## src/rtl/lsu_mem_if.sv

```systemverilog
// Load/store front-end for a byte-addressed BRAM with a one-cycle registered read.
// Optional feature: define MISALIGN_TRAP_EN to reject misaligned half/word accesses.
module lsu_mem_if #(
    parameter int ADDR_W = 10
) (
    input  logic              clk,
    input  logic              rst,
    input  logic              req_valid,
    output logic              req_ready,
    input  logic              req_we,
    input  logic [2:0]        req_funct3,
    input  logic [31:0]       req_addr,
    input  logic [31:0]       req_wdata,
    output logic              rsp_valid,
    output logic [31:0]       rsp_rdata,
    output logic              rsp_err,
    output logic              mem_wena,
    output logic              mem_ba,
    output logic              mem_ha,
    output logic              mem_ua,
    output logic [ADDR_W-1:0] mem_addr,
    output logic [31:0]       mem_wdata,
    input  logic [31:0]       mem_rdata
);

    typedef enum logic [1:0] {
        IDLE   = 2'd0,
        ACCESS = 2'd1,
        RESP   = 2'd2
    } state_t;

    state_t state, next_state;

    logic              we_q;
    logic [2:0]        funct3_q;
    logic [ADDR_W-1:0] addr_q;
    logic [31:0]       wdata_q;
    logic              err_q;

    logic              accept;
    logic              req_err;
    logic [ADDR_W:0]   last_byte;
    logic [1:0]        size_m1;
    logic              bad_funct3;
    logic              misalign;

    assign accept = req_valid && (state == IDLE);

    // Request error classification, evaluated on the incoming request.
    always_comb begin
        size_m1 = 2'd0;
        case (req_funct3[1:0])
            2'b00:   size_m1 = 2'd0;
            2'b01:   size_m1 = 2'd1;
            default: size_m1 = 2'd3;
        endcase
        last_byte  = {1'b0, req_addr[ADDR_W-1:0]} + (ADDR_W+1)'(size_m1);
        bad_funct3 = (req_funct3 == 3'b011) || (req_funct3 == 3'b110) || (req_funct3 == 3'b111);
`ifdef MISALIGN_TRAP_EN
        misalign = ((req_funct3[1:0] == 2'b01) && req_addr[0]) ||
                   ((req_funct3[1:0] == 2'b10) && (req_addr[1:0] != 2'b00));
`else
        misalign = 1'b0;
`endif
        req_err = bad_funct3 ||
                  (req_we && req_funct3[2]) ||
                  (req_addr[31:ADDR_W] != '0) ||
                  last_byte[ADDR_W] ||
                  misalign;
    end

    always_ff @(posedge clk) begin
        if (rst) begin
            state <= IDLE;
        end else begin
            state <= next_state;
        end
    end

    always_comb begin
        next_state = state;
        case (state)
            IDLE:    if (req_valid) next_state = ACCESS;
            ACCESS:  next_state = RESP;
            RESP:    next_state = IDLE;
            default: next_state = IDLE;
        endcase
    end

    always_ff @(posedge clk) begin
        if (rst) begin
            we_q     <= 1'b0;
            funct3_q <= '0;
            addr_q   <= '0;
            wdata_q  <= '0;
            err_q    <= 1'b0;
        end else if (accept) begin
            we_q     <= req_we;
            funct3_q <= req_funct3;
            addr_q   <= req_addr[ADDR_W-1:0];
            wdata_q  <= req_wdata;
            err_q    <= req_err;
        end
    end

    // Address and write data stay on the last latched values so the BRAM read is stable.
    assign mem_addr  = addr_q;
    assign mem_wdata = wdata_q;

    always_comb begin
        req_ready = (state == IDLE);
        mem_wena  = 1'b0;
        mem_ba    = 1'b0;
        mem_ha    = 1'b0;
        mem_ua    = 1'b0;
        rsp_valid = 1'b0;
        rsp_rdata = '0;
        rsp_err   = 1'b0;
        case (state)
            ACCESS: begin
                mem_ba   = (funct3_q[1:0] == 2'b00);
                mem_ha   = (funct3_q[1:0] == 2'b01);
                mem_ua   = funct3_q[2];
                mem_wena = we_q && !err_q && !rst;
            end
            RESP: begin
                rsp_valid = 1'b1;
                rsp_err   = err_q;
                if (!we_q && !err_q) begin
                    case (funct3_q)
                        3'b000:  rsp_rdata = {{24{mem_rdata[7]}}, mem_rdata[7:0]};
                        3'b100:  rsp_rdata = {24'b0, mem_rdata[7:0]};
                        3'b001:  rsp_rdata = {{16{mem_rdata[15]}}, mem_rdata[15:0]};
                        3'b101:  rsp_rdata = {16'b0, mem_rdata[15:0]};
                        3'b010:  rsp_rdata = mem_rdata;
                        default: rsp_rdata = '0;
                    endcase
                end
            end
            default: ;
        endcase
    end

endmodule

```

## config.mk

```make
export PLATFORM = sky130hd
export DESIGN_NAME = lsu_mem_if
export DESIGN_NICKNAME = d
export VERILOG_FILES = /design/src/rtl/lsu_mem_if.sv
export SDC_FILE = /design/constraint.sdc
export NUM_CORES = 1
export LEC_CHECK = 0
export CORE_MARGIN = 2
export CORE_UTILIZATION = 41
export DETAILED_ROUTE_END_ITERATION = 7
export DONT_BUFFER_PORTS = 1
export PLACE_DENSITY = 0.59
export SLEW_MARGIN = 20
export SYNTH_ARGS = -nofsm -noshare
export SYNTH_HDL_FRONTEND = slang
export SYNTH_SLANG_ARGS = --single-unit
export TNS_END_PERCENT = 50
```

## constraint.sdc

```tcl
create_clock -name clk -period 1.81 [get_ports clk]
set_input_delay 0.181 -clock clk [delete_from_list [all_inputs] [get_ports clk]]
set_output_delay 0.181 -clock clk [all_outputs]
set_load 0.01 [all_outputs]
```

### After elaboration in Yosys (flattened, before gate mapping)

Cells that the tools add are included.

* shift operators: 0
* equality and inequality tests: 12
* bitwise gates (word level): 0
* $lt $le $gt $ge: 0
* div/mod/pow operators: 0
* reduce and logical (&&, ||, !) cells: 18
* muxes and demuxes: 12
* multipliers: 0
* add/subtract/negate cells: 1

Operator list (count)
* $pmux 32 s5: 1
* $mux 32: 2
* $reduce_bool 22->1: 1
* $eq 3x3->1 const B: 4
* $add 10x2->11: 1
* $pmux 2 s2: 2
* $eq 2x1->1 const B: 3
* $eq 3x2->1 const B: 2
* $logic_not 2->1: 3
* $mux 1: 6
* $logic_and 1x1->1: 5
* $logic_or 1x1->1: 5
* $eq 3x1->1 const B: 1
* $logic_not 1->1: 3
* $logic_not 3->1: 1
* $eq 2x2->1 const B: 1
* $mux 2: 1
* $ne 2x2->1 const B: 1

* output and inout bits: 81
* register bits after elaboration: 49
* memory bits (writable): 0
* memories: 0
* latch bits: 0
* word-level logic and storage cells: 49
* ROM bits: 0

### Logic depth before layout (Yosys ltp)

* depth after elaboration: 6
* mapped depth: 6

### Worst setup path before layout

OpenSTA, ideal clock, no wires.

* path type: register to output
* from: register funct3_q[0]
* to: output port rsp_rdata[10]
* path buffers: 2
* data arrival time: 1.500 ns
* required time: 1.629 ns
* stages on the path, launching flop included: 6
* slack: 0.129 ns
* path through: dfxtp_1 -> buf_6 -> or2_4 -> a2111o_1 -> buf_6 -> nor2_1

* cells in the longest elaborated chain, start to end: 4
* elaborated cells on any way between the ends: 8
* classes of those cells: eq/ne: 4; mux: 3; reduce/logical: 1

Ends and longest elaborated chain
* start: declaration: RTL line 35 `logic [2:0] funct3_q;`
* start signal: assignment: RTL line 99 `funct3_q <= req_funct3;`
* $eq 3x2->1 (tied with other cells): RTL line 130 `case (funct3_q)`
* $pmux 32 s5 (*): RTL line 130
* $mux 32 (*): RTL line 129 `if (!we_q && !err_q) begin`
* $mux 32 (*): RTL line 119 `case (state)`
* end: declaration: RTL line 15 `output logic [31:0] rsp_rdata,`

Mark *: on every way between the ends. The rest lies on a longest branch, timed or not.

### Worst setup path in the final report

* from: register funct3_q[0]
* to: output port rsp_rdata[17]

Same word-level chain as after synthesis.

==> impl_metrics.py <==
metrics = {
    "outcome": {
        "outcome": "finished, violations left",
        "violations": "setup timing",
    },
    "worst_setup_path": {
        "critPathBufInv": 2,
        "crit_path_cell_trace": "or2_4 > a2111o_1 > buf_12 > a21oi_1 > buf_4",
        "r2r-start": "state[0]",
        "path_delay_family": "compound AO/OA/AOI/OAI gates",
        "timing.critical_path.from": "funct3_q[0]",
        "cpMaxStageDelayCell": "a2111o_1",
        "crit_path_start_kind": "flip-flop",
        "worstSetupPathType": "reg -> out",
        "worst_ep_required_time_ns": 1.63,
        "cp-end-kind": "output port",
        "cpPeakStageDelay_ns": 0.41,
        "rr_worst_depth": 5,
        "critical_path_arrival_ns": 1.72,
        "crit_fanout": 24,
        "cp_num_cells": 5,
    },
    "min_path": {
        "whs_path_depth": 2,
        "min_path_type": "in -> reg",
        "holdCritStartpoint": "req_wdata[6]",
    },
    "synthesis": {
        "synthFlopType": "dfxtp_1",
        "ys_warn_count": 0,
        "post-synth-top-area-cell": "dfxtp_1",
        "syn-num-nets": 367,
        "synth.area.top_cells": "dfxtp_1, mux2i_1, nor2_1",
        "syn_area_per_cell_um2": 9.21,
        "synth_edf_count": 0,
        "netlist_instances": 263,
        "synth_common_cells": "nor2_1, dfxtp_1, mux2i_1",
        "yosysSeqAreaShare_pct": 40.5,
        "yosysMostFrequentCell": "nor2_1",
        "synth_area_um2": 2420,
        "ys_ff_latch": 49,
        "synth_top_area_share_pct": 40.5,
        "synth_cell_types": 34,
        "ys_async_sr_fraction_pct": 0,
    },
    "placement": {
        "place_area_um2": 2520,
        "dpl.hpwl_mm": 4.26,
        "port_buffers": 0,
        "place_congestion": 0.743,
    },
    "sta": {
        "fin_crit_sh_pct": 105,
        "worst_pin_slew_ns": 0.447,
        "slew_headroom_pct": 70.2,
        "max_freq_mhz": 526,
        "setup_viol": 23,
        "hold_viol": 0,
        "rsz0062_at_grt": "true",
        "period_needed_ns": 1.90,
        "timing.final.ws_setup_ns": -0.0903,
        "final-max-slew-violation-count": 0,
        "skew_ns": 0.00423,
    },
    "pwr": {
        "p_seq_share_pct": 55.9,
        "p_clk_share_pct": 27.7,
        "switching_power_uw": 617,
        "swShare_pct": 28.0,
        "p_leak_uw": 0.00104,
        "finalPower_uw": 2200,
        "internal_power_uw": 1590,
        "power_density_nw_per_um2": 829,
        "combPwrFrac_pct": 16.4,
        "irDropWorstVdd_mv": 0.713,
    },
    "die": {
        "die_w_um": 80.9,
        "die_area_um2": 6540,
        "start_util_pct": 43.2,
        "dieHeight_um": 80.9,
        "fp-row-count": 27,
        "core_um2": 5610,
        "ios": 184,
    },
    "grt": {
        "grt_pass1_wl_mm": 8.09,
        "grt_pass1_vias": 1638,
        "gr-total-overflow": 0,
        "grt_max_degree": 50,
        "grt_antenna_before_repair": 0,
        "grtUsageTotal_pct": 16.2,
    },
    "layout": {
        "nFillCells": 556,
        "diodes": 0,
        "areaGrowthSynthToFinish_pct": 9.81,
        "design_area_um2": 2660,
        "drive_gt1_share_pct": 21.6,
        "nets": 367,
    },
    "clocking": {
        "clock_path_buffers": 2,
        "cts.sinks": 49,
        "htreeDepth": 2,
        "cts_tree": "done",
        "root_buffer": "clkbuf_8",
        "cts.reportedPaths.clkPinSlew_ns": 0.08,
        "insertion_delay_ns": 0.29,
        "cts_made_buffers": 5,
    },
    "flow_run": {
        "cap_violations": 0,
    },
    "detailed_routing": {
        "viasPerCell": 5.47,
        "drt_pass1_iterations": 4,
        "drt_iter0_drc": 38,
        "drtAntennaViolNets": 0,
        "vias": 1839,
        "drc_errors": 0,
        "routed_wl_mm": 5.72,
        "wl_per_cell_um": 17.0,
    },
}
[power groups by stage]
stage	Sequential (uW)	Combinational (uW)	Clock [uW]
after floorplan	1240	301	0
after global placement	1260	331	0
after detailed placement	1260	336	0
after CTS	1230	357	633
after global routing	1240	401	681
final	1230	361	611
[routing by layer]
| metal | GRT usage [%] | vias to the layer above | share of wire, % |
|---|---|---|---|
| li1 | - | 905 | - |
| met1 | 19.2 | 822 | 40 |
| met2 | 26.6 | 107 | 48 |
| met3 | 6.67 | 5 | 12 |
| met4 | 5.08 | 0 | 1.1 |
| met5 | 0 | - | 0 |
[sequential cells by signal, summed over array words and instances, names as in the netlist]
name       flops
mem_addr      10
mem_wdata     32
state          2
funct3_q       3
err_q          1
we_q           1
[layout make-up]
cell class	count	area, um^2	area share (%)
flip-flops and latches	49	985	37.0
well taps	72	90.1	3.39
clock buffers	6	72.6	2.73
repair buffers	13	139	5.22
clock inverters	2	10.0	0.376
inverters	3	11.3	0.423
multi-input cells	191	1350	50.8
[timing repair]
action	in CTS	in global routing
hold buffers	1	0
resized for setup	1	13
setup buffers	0	1
pin swaps	2	2
endpoints found under the hold margin	49	0
setup endpoints to repair	32	32
[worst paths after layout]
path	slack [ns]	endpoint
setup / recovery	-0.09	rsp_rdata[17]
hold / removal	0.03	mem_wdata[6]
setup reg to reg	0.36	err_q
hold reg to reg	0.56	mem_wdata[17]
[logic make-up (layout without fill, tap and decap cells)]
group	count (synthesis)	in the layout	share of synthesized area, %
adders and majority gates	1	1	0.516
buffers and inverters	23	24	5.01
DFF	49	49	40.5
muxes	55	55	23.1
and+or+nand+nor	104	104	20.0
AOI/OAI and AO/OA	31	31	10.8
[metrics by stage]
step                      std cells  hold WS [ns]  worst slack [ns]  utilization, %  setup TNS (ns)
after floorplan                 263         0.328             0.129               -               0
after global placement          326         0.257             0.208            44.9               0
after detailed placement        326         0.259             0.197            44.9               0
after CTS                       335        0.0252           -0.0884            46.7          -0.762
after global routing            336        0.0213            -0.166            47.4           -2.34
final                           336        0.0316           -0.0903            47.4          -0.663
[placed cells by master (no fill, tap or decap), drive strengths merged, types with 2 or more instances in the layout]
master / instances
nand2: 16
nor2b: 2
nand2b: 2
mux2: 8
buf: 13
nor2: 59
nor4: 5
dfxtp: 49
nand4: 2
nor3b: 3
mux2i: 47
inv: 3
and4: 2
clkinv: 2
and2: 9
a22oi: 8
a21oi: 16
clkbuf: 6
No activity file was read; power rests on OpenSTA's default activity.
